File: src/rtl/sobel_pkg.sv
// rtl/sobel_pkg.sv - shared widths, saturation limit and FSM states for the Sobel stream path
package sobel_pkg;

  localparam int PIX_W   = 8;
  localparam int GRAD_W  = 11;
  localparam int SAT_MAX = 255;

  typedef enum logic [1:0] {
    IDLE = 2'd0,
    RUN  = 2'd1,
    DONE = 2'd2
  } state_t;

endpackage

File: src/rtl/sobel3.sv
// rtl/sobel3.sv - combinational 3x3 Sobel kernel, saturated |gx| + |gy|
module sobel3
  import sobel_pkg::*;
(
  input  logic [PIX_W-1:0] p0,
  input  logic [PIX_W-1:0] p1,
  input  logic [PIX_W-1:0] p2,
  input  logic [PIX_W-1:0] p3,
  input  logic [PIX_W-1:0] p5,
  input  logic [PIX_W-1:0] p6,
  input  logic [PIX_W-1:0] p7,
  input  logic [PIX_W-1:0] p8,
  output logic [PIX_W-1:0] mag
);

  logic signed [GRAD_W-1:0] e0, e1, e2, e3, e5, e6, e7, e8;
  logic signed [GRAD_W-1:0] gx, gy;
  logic        [GRAD_W-1:0] ax, ay;
  logic        [GRAD_W:0]   sum;

  // Zero-extend into the signed gradient width; 4*255 still fits in 11 bits signed.
  assign e0 = $signed({{(GRAD_W-PIX_W){1'b0}}, p0});
  assign e1 = $signed({{(GRAD_W-PIX_W){1'b0}}, p1});
  assign e2 = $signed({{(GRAD_W-PIX_W){1'b0}}, p2});
  assign e3 = $signed({{(GRAD_W-PIX_W){1'b0}}, p3});
  assign e5 = $signed({{(GRAD_W-PIX_W){1'b0}}, p5});
  assign e6 = $signed({{(GRAD_W-PIX_W){1'b0}}, p6});
  assign e7 = $signed({{(GRAD_W-PIX_W){1'b0}}, p7});
  assign e8 = $signed({{(GRAD_W-PIX_W){1'b0}}, p8});

  assign gx = (e2 + (e5 <<< 1) + e8) - (e0 + (e3 <<< 1) + e6);
  assign gy = (e0 + (e1 <<< 1) + e2) - (e6 + (e7 <<< 1) + e8);

  assign ax  = gx[GRAD_W-1] ? GRAD_W'(-gx) : GRAD_W'(gx);
  assign ay  = gy[GRAD_W-1] ? GRAD_W'(-gy) : GRAD_W'(gy);
  assign sum = {1'b0, ax} + {1'b0, ay};

  assign mag = (sum > (GRAD_W+1)'(SAT_MAX)) ? PIX_W'(SAT_MAX) : sum[PIX_W-1:0];

endmodule

File: src/rtl/sobel_stream_ctrl.sv
// rtl/sobel_stream_ctrl.sv - line-buffered raster controller feeding sobel3 onto a valid/ready stream
module sobel_stream_ctrl
  import sobel_pkg::*;
#(
  parameter int IMG_W = 64,
  parameter int IMG_H = 64
) (
  input  logic             clk,
  input  logic             rst_n,
  input  logic             in_valid,
  output logic             in_ready,
  input  logic [PIX_W-1:0] in_pixel,
  input  logic             in_sof,
  output logic             out_valid,
  input  logic             out_ready,
  output logic [PIX_W-1:0] out_pixel,
  output logic             out_sof,
  output logic             out_eol,
  output logic             busy,
  output logic             frame_done,
  output logic             sof_err
);

  localparam int CW = $clog2(IMG_W);
  localparam int RW = $clog2(IMG_H);
  localparam logic [CW-1:0] COL_LAST = CW'(IMG_W - 1);
  localparam logic [RW-1:0] ROW_LAST = RW'(IMG_H - 1);

  state_t state, state_nxt;

  logic [CW-1:0]    col, c_eff;
  logic [RW-1:0]    row, r_eff;
  logic [PIX_W-1:0] lb0 [IMG_W];
  logic [PIX_W-1:0] lb1 [IMG_W];
  logic [PIX_W-1:0] up2, up1;
  logic [PIX_W-1:0] kmag;
  logic             accept, proc, produce, last_px;

  // Two retained window columns per row: [0] = c-2, [1] = c-1; the new column is combinational.
  logic [PIX_W-1:0] wt [2];
  logic [PIX_W-1:0] wm [2];
  logic [PIX_W-1:0] wb [2];

  assign in_ready = (state != DONE) && (!out_valid || out_ready);
  assign accept   = in_valid && in_ready;
  assign proc     = accept && ((state == RUN) || in_sof);

  // A start-of-frame pixel is always position (0,0), even when it interrupts a frame.
  assign c_eff   = in_sof ? '0 : col;
  assign r_eff   = in_sof ? '0 : row;
  assign up2     = lb1[c_eff];
  assign up1     = lb0[c_eff];
  assign last_px = (r_eff == ROW_LAST) && (c_eff == COL_LAST);
  assign produce = proc && (r_eff >= RW'(2)) && (c_eff >= CW'(2));

  sobel3 u_kernel (
    .p0  (wt[0]),
    .p1  (wt[1]),
    .p2  (up2),
    .p3  (wm[0]),
    .p5  (up1),
    .p6  (wb[0]),
    .p7  (wb[1]),
    .p8  (in_pixel),
    .mag (kmag)
  );

  always_comb begin
    state_nxt  = state;
    busy       = 1'b0;
    frame_done = 1'b0;
    case (state)
      IDLE: if (accept && in_sof) state_nxt = RUN;
      RUN: begin
        busy = 1'b1;
        if (proc && last_px) state_nxt = DONE;
      end
      DONE: begin
        frame_done = 1'b1;
        state_nxt  = IDLE;
      end
      default: state_nxt = IDLE;
    endcase
  end

  always_ff @(posedge clk or negedge rst_n) begin
    if (!rst_n) begin
      state <= IDLE;
    end else begin
      state <= state_nxt;
    end
  end

  always_ff @(posedge clk or negedge rst_n) begin
    if (!rst_n) begin
      col <= '0;
      row <= '0;
    end else if (proc) begin
      if (c_eff == COL_LAST) begin
        col <= '0;
        row <= (r_eff == ROW_LAST) ? '0 : r_eff + 1'b1;
      end else begin
        col <= c_eff + 1'b1;
        row <= r_eff;
      end
    end
  end

  // Line buffers carry no reset; stale contents only ever reach border positions that emit nothing.
  always_ff @(posedge clk) begin
    if (proc) begin
      lb1[c_eff] <= lb0[c_eff];
      lb0[c_eff] <= in_pixel;
    end
  end

  always_ff @(posedge clk or negedge rst_n) begin
    if (!rst_n) begin
      for (int i = 0; i < 2; i++) begin
        wt[i] <= '0;
        wm[i] <= '0;
        wb[i] <= '0;
      end
    end else if (proc) begin
      wt[0] <= wt[1];
      wm[0] <= wm[1];
      wb[0] <= wb[1];
      wt[1] <= up2;
      wm[1] <= up1;
      wb[1] <= in_pixel;
    end
  end

  always_ff @(posedge clk or negedge rst_n) begin
    if (!rst_n) begin
      out_valid <= 1'b0;
      out_pixel <= '0;
      out_sof   <= 1'b0;
      out_eol   <= 1'b0;
      sof_err   <= 1'b0;
    end else begin
      sof_err <= accept && in_sof && (state == RUN);
      if (produce) begin
        out_valid <= 1'b1;
        out_pixel <= kmag;
        out_sof   <= (r_eff == RW'(2)) && (c_eff == CW'(2));
        out_eol   <= (c_eff == COL_LAST);
      end else if (out_ready) begin
        out_valid <= 1'b0;
      end
    end
  end

endmodule

File: config.mk
export PLATFORM = sky130hd
export DESIGN_NAME = sobel_stream_ctrl
export DESIGN_NICKNAME = d
export VERILOG_FILES = /design/src/rtl/sobel_pkg.sv /design/src/rtl/sobel3.sv /design/src/rtl/sobel_stream_ctrl.sv
export SDC_FILE = /design/constraint.sdc
export NUM_CORES = 2
export LEC_CHECK = 0
export CORE_ASPECT_RATIO = 0.6
export CORE_MARGIN = 2
export CORE_UTILIZATION = 40
export CTS_BUF_LIST = sky130_fd_sc_hd__clkbuf_8
export DETAILED_ROUTE_END_ITERATION = 6
export DONT_BUFFER_PORTS = 1
export PLACE_DENSITY_LB_ADDON = 0.05
export SETUP_SLACK_MARGIN = 0.4
export SYNTH_ARGS = -nofsm -noshare
export SYNTH_HDL_FRONTEND = slang
export SYNTH_SLANG_ARGS = --single-unit
File: constraint.sdc
create_clock -name clk -period 11.2 [get_ports clk]
set_input_delay 2.8 -clock clk [delete_from_list [all_inputs] [get_ports clk]]
set_output_delay 2.8 -clock clk [all_outputs]
set_load 0.01 [all_outputs]
### Word level (Yosys, flattened, before mapping)

Memories as Yosys holds them, arrays and structs flattened.
Cells that the tools add are included.

* memories kept: 2
* output and inout bits: 15
* bits of input ports: 13
* memory bits (writable): 1024
* register bits after elaboration: 74
* logic and storage cells: 76

* reductions and logical operators: 16
* muxes and demuxes: 17
* equal/unequal tests: 9
* add/subtract/negate cells: 15
* order comparisons: 3

Memories
* lb0: words 64, width 8, read ports 1, clocked after Yosys merged registers in 0, write ports 1, RTL line sobel_stream_ctrl.sv:33 `logic [PIX_W-1:0] lb0 [IMG_W];`
* lb1: words 64, width 8, read ports 1, clocked after Yosys merged registers in 0, write ports 1, RTL line sobel_stream_ctrl.sv:34 `logic [PIX_W-1:0] lb1 [IMG_W];`

Operator list (number)
* $add A11 B9 Y11: 4
* $add A8 B9 Y10: 4
* $mux W6: 5
* $mux W11: 2
* $neg A11 Y11: 2
* $sub A11 B11 Y11: 2
* $add A11 B11 Y12: 1
* $add A6 B1 Y6 const B: 2
* $eq A6 B2 Y1 const B: 2
* $eq A6 B6 Y1 const B: 2
* $ge A6 B2 Y1 const B: 2
* $gt A12 B8 Y1 const B: 1
* $logic_and A1 B1 Y1: 10
* $mux W8: 1
* $mux W1: 6
* $mux W2: 2
* $ne A2 B2 Y1 const B: 2
* $pmux W2 S2: 1
* $eq A2 B1 Y1 const B: 1
* $eq A2 B2 Y1 const B: 1
* $logic_not A2 Y1: 1
* $logic_or A1 B1 Y1: 2
* $ne A2 B1 Y1 const B: 1
* $reduce_and A2 Y1: 1
* 2 further kinds: 2

### Logic depth before layout (Yosys ltp)

An unclocked memory read counts as a cell.

* word-level depth: 10
* gate-level depth with buffers: 41

### Hierarchy

Synthesis repeated with hierarchy kept, for this count alone.

* cells, all modules: 3095
* area total of the unflattened synthesis: 46749.8 sq um

By module, submodules not included
* sobel_stream_ctrl: instances 1, sequential area each 32601.3 sq um, cells each 2697, area an instance 43208.9 sq um
* sobel3: instances 1, sequential area each 0.0 sq um, cells each 398, area an instance 3540.9 sq um

### Worst setup path after synthesis

Ideal clock, no wire load.

* path type: input to register
* start point: input port in_sof
* end point: register out_pixel[0]
* library setup time: 0.149 ns
* setup slack: -1.773 ns
* cell stages on the path: 34
* data arrival time: 12.825 ns
* data required time: 11.051 ns
* cell sequence: buf_6 > buf_2 > nor2_1 > buf_2 > buf_2 > o221ai_1 > nor3_1 > o22ai_1 > nor4_1 > ha_1 > a21oi_1 > xnor2_1 > fa_1 > inv_1 > fa_1 > inv_1 > ha_1 > nor3_1 > nand3_1 > a31o_2 > a21oi_1 > xnor2_1 > clkbuf_1 > nor2_1 > xnor2_1 > ha_1 > nor2b_1 > o21ai_0 > a21oi_1 > o21ai_0 > a21oi_1 > o311a_1 > nand2_1 > a31oi_1

* word-level cells in the longest chain between the ends: 10
* elaborated cells between the ends (all ways): 22
* those cells by class: 8 x add/sub; 3 x order compare; 5 x mux; 4 x reduce/logical; 2 x memory

Ends and longest elaborated chain
* start: declaration: RTL line sobel_stream_ctrl.sv:13 `input logic in_sof,`
* $mux W6 *: RTL line sobel_stream_ctrl.sv:49 `assign c_eff = in_sof ? '0 : col;`
* $mem_v2 Z64 W8 *
* named net u_kernel.p5[5]: RTL line sobel3.sv:9 `input logic [PIX_W-1:0] p5,`
* $add A8 B9 Y10 *: RTL line sobel3.sv:31 `assign gx = (e2 + (e5 <<< 1) + e8) - (e0 + (e3 <<< 1) + e6);`
* $add A11 B9 Y11 *: RTL line sobel3.sv:31
* $sub A11 B11 Y11 *: RTL line sobel3.sv:31
* $neg A11 Y11: RTL line sobel3.sv:34 `assign ax = gx[GRAD_W-1] ? GRAD_W'(-gx) : GRAD_W'(gx);`
* $mux W11 *: RTL line sobel3.sv:34
* $add A11 B11 Y12 *: RTL line sobel3.sv:36 `assign sum = {1'b0, ax} + {1'b0, ay};`
* $gt A12 B8 Y1: RTL line sobel3.sv:38 `assign mag = (sum > (GRAD_W+1)'(SAT_MAX)) ? PIX_W'(SAT_MAX) : sum[PIX_W-1:0];`
* $mux W8 *: RTL line sobel3.sv:38
* end signal: assignment: RTL line sobel_stream_ctrl.sv:145 `out_pixel <= kmag;`
* end: declaration: RTL line sobel_stream_ctrl.sv:16 `output logic [PIX_W-1:0] out_pixel,`

Mark *: on every way through the listed nets, which the timed path passes. The rest lies on a longest branch.
A chain may end at the register's enable or synchronous reset.

### Worst setup path in the final report

* start point: input port in_sof
* end point: register out_pixel[0]

* word-level cells in the longest chain between the ends: 10
* elaborated cells between the ends (all ways): 22
* those cells by class: 8 x add/sub; 3 x order compare; 5 x mux; 4 x reduce/logical; 2 x memory

Ends and longest elaborated chain
* $mux W6 *: RTL line sobel_stream_ctrl.sv:49
* $mem_v2 Z64 W8 *
* named net u_kernel.p2[2]: RTL line sobel3.sv:7 `input logic [PIX_W-1:0] p2,`
* $add A8 B9 Y10: RTL line sobel3.sv:31
* $add A11 B9 Y11: RTL line sobel3.sv:31
* $sub A11 B11 Y11: RTL line sobel3.sv:31
* $neg A11 Y11: RTL line sobel3.sv:34
* $mux W11: RTL line sobel3.sv:34
* $add A11 B11 Y12 *: RTL line sobel3.sv:36
* $gt A12 B8 Y1: RTL line sobel3.sv:38
* $mux W8 *: RTL line sobel3.sv:38

Marked as above.

==> impl_metrics.json <==
{
  "antenna_left": 0,
  "synth_nets": 3203,
  "synthArstFlopShare_pct": 6.740,
  "synthFlopType": "edfxtp_1",
  "postCtsSetupBuffers": 0,
  "worstSetupStartpointType": "input port",
  "fmax_mhz": 95.07,
  "final_util_pct": 46.26,
  "layout.nets": 3506,
  "cap_viol_max_count": 0,
  "synth_most_common_cell": "edfxtp_1",
  "wl_per_cell_um": 31.52,
  "core-area_um2": 112000,
  "crit_family": "compound AO/OA/AOI/OAI gates",
  "path_clk_slew_ps": 70,
  "rsz0062_at_grt": "no",
  "max_slew.worst_pin.slew_ps": 1223,
  "drc": 0,
  "io_pins": 28,
  "die-area_um2": 115600,
  "drt-total-wl_mm": 158.3,
  "area_delta_synth_final_pct": 14.78,
  "grt_first_pass_wirelength_mm": 222.2,
  "finClkSkew_ps": 41.67,
  "final_cells": 5023,
  "grt_use_total_pct": 27.36,
  "start_util_pct": 40.31,
  "portBuffers": 0,
  "place_area_um2": 48780,
  "rows": 95,
  "dp_worst_setup_slack_ps": -26.12,
  "numCtsBuffers": 166,
  "grt_pass1_vias": 28412,
  "avgSynthCellArea_um2": 14.65,
  "worst_setup_path_end_kind": "flip-flop",
  "hold_class": "flip-flop to flip-flop",
  "via_count": 29445,
  "setup_violations": 0,
  "clkLatencyLatePin_ps": 900,
  "arrival_ps": 11270,
  "syn_inst": 3080,
  "slowest_delay_ps": 1060,
  "fill_cells": 9986,
  "finalMaxSlewViolations": 0,
  "yosys_warnings": 0,
  "die_height_um": 264.2,
  "synth_area_um2": 45130,
  "dp_cells": 4718,
  "yosysTopAreaCell": "edfxtp_1",
  "synth_top_area_share_pct": 68.13,
  "tritoncts": "done",
  "critPathKind": "input port to flip-flop",
  "grt_remaining_overflow": 0,
  "grt_max_degree": 75,
  "ys_ff_latch": 1098,
  "clockBufferDepth": 3,
  "yosysSeqAreaShare_pct": 72.24,
  "root_buffer": "clkbuf_8",
  "outcome": "finished, final reports clean",
  "hpwl_mm": 103.0,
  "postLayoutCellArea_um2": 51800,
  "hold_viol_final": 0,
  "fin_crit_sh_pct": 93.92,
  "required_ps": 11950,
  "grt_antenna_before_repair": 8,
  "drtPass1Iterations": 5,
  "die_x_um": 437.6,
  "clock_sinks": 1098,
  "relSlewSlack_pct": 18.15,
  "drive_gt1_share_pct": 16.49,
  "min_period_ps": 10520,
  "setup_ws_ps": 681.4,
  "crit_fanout": 62,
  "crit_buf_inv": 3,
  "vias_per_cell": 5.862,
  "synthTopCellsByCount": "1024 x edfxtp_1, 318 x nand2_1, 203 x nor2_1, 170 x a21oi_1, 103 x o22ai_1",
  "critPathSlowestCell": "nor4b_4",
  "yosysUniqueCellTypes": 92,
  "h-tree-depth": 4,
  "netlist_top_cells_area": "edfxtp_1 68%, dfrtp_1 4.1%, nand2_1 2.6%, ha_1 2.0%, a21oi_1 1.9%",
  "gp_congestion": 0.9023,
  "drt-initial-drc-count": 3961,
  "synth_edf_count": 1024
}
layout by cell type, fill, tap and decap left out, types with 11 or more instances in the layout:
| master | count |
|---|---|
| a21o_1 | 11 |
| a21oi_1 | 170 |
| a221oi_1 | 14 |
| a22o_1 | 31 |
| a22oi_1 | 37 |
| a31oi_1 | 68 |
| buf_12 | 14 |
| buf_4 | 282 |
| clkbuf_8 | 169 |
| clkinv_1 | 41 |
| clkinv_2 | 20 |
| dfrtp_1 | 71 |
| edfxtp_1 | 1024 |
| fa_1 | 37 |
| ha_1 | 73 |
| inv_1 | 125 |
| mux2_2 | 24 |
| mux2i_1 | 64 |
| nand2_1 | 318 |
| nand2b_1 | 17 |
| nand3_1 | 50 |
| nor2_1 | 200 |
| nor2b_1 | 23 |
| nor3_1 | 55 |
| o21ai_0 | 95 |
| o21bai_1 | 13 |
| o221ai_1 | 43 |
| o22a_1 | 26 |
| o22ai_1 | 103 |
| o31ai_1 | 14 |
| xnor2_1 | 45 |
| xor2_1 | 20 |
final timing paths:
path	startpoint	slack (ps)	cells after the start	to
min in group asynchronous	rst_n	1610	0	out_pixel[7]$_DFFE_PN0P_
worst max-delay path	in_sof	680	31	out_pixel[0]$_DFFE_PN0P_
max in group asynchronous	rst_n	9360	0	wm[13]$_DFFE_PN0P_
worst max register to register	col[0]$_DFFE_PN0P_	1660	33	out_pixel[0]$_DFFE_PN0P_
worst min register to register	state[1]$_DFFE_PN0P_	470	1	state[0]$_DFFE_PN0P_
worst min-delay path	state[1]$_DFFE_PN0P_	470	1	state[0]$_DFFE_PN0P_
per-layer routing:
metal | vias to the layer above | part of all wire [%] | routed length [um] | GRT usage [%]
met2 | 1483 | 40 | 63250 | 36.68
met4 | 2 | 2.1 | 3337 | 7.335
met1 | 15221 | 48 | 75510 | 43.48
li1 | 12538 | - | - | -
met5 | - | 0.0069 | 11 | 0
met3 | 201 | 10 | 16230 | 6.769
state kept, by name, indices dropped and copies added (netlist names):
| register | flops |
|---|---|
| wb | 16 |
| lb1 | 512 |
| sof_err | 1 |
| out_sof | 1 |
| out_valid | 1 |
| col | 6 |
| out_pixel | 8 |
| out_eol | 1 |
| wt | 16 |
| state | 2 |
| row | 6 |
| lb0 | 512 |
| wm | 16 |
final cells by class:
class / instances / area, um^2 / area share, %
sequential: 1098 / 32610 / 62.95
multi-input combinational: 1748 / 11620 / 22.44
inverter: 73 / 277.8 / 0.5362
clock inverter: 133 / 683.2 / 1.319
antenna: 3 / 7.507 / 0.01449
clock buffer: 169 / 2326 / 4.490
timing repair buffer: 296 / 2397 / 4.628
tap: 1503 / 1881 / 3.630
repair_timing:
item | in CTS | in global routing
hold buffers | 0 | 0
resized for setup | 0 | 1
endpoints found under the setup margin | 0 | 8
through the flow:
| step | TNS (ps) | hold WS (ps) |
|---|---|---|
| after floorplan | 0 | 421.6 |
| after global placement | 0 | 438.8 |
| after detailed placement | -104.8 | 455.6 |
| after CTS | 0 | 462.3 |
| after global routing | 0 | 496.5 |
| final | 0 | 465.5 |
worst register-to-register path, delay by kind of cell, from the launching register on:
| kind | cells | cell delay (ps) |
|---|---|---|
| compound gates | 15 | 3250 |
| xor+xnor | 2 | 830 |
| fa+ha+maj | 5 | 2180 |
| buf+inv | 2 | 630 |
| flops | 1 | 790 |
| simple gates | 9 | 1750 |
logic make-up after synthesis:
logic type / after synthesis / synth area share, %
DFF: 1098 / 72.24
muxes: 91 / 2.168
and+or+nand+nor: 758 / 7.657
AOI/OAI and AO/OA: 722 / 10.61
buffers and inverters: 234 / 2.320
adders and majority gates: 111 / 3.687
xor gates and xnor gates: 66 / 1.322
Power is left out: the tool's default activity adds up to more than one toggle a clock period on the data nets, which glitch-free logic cannot reach.
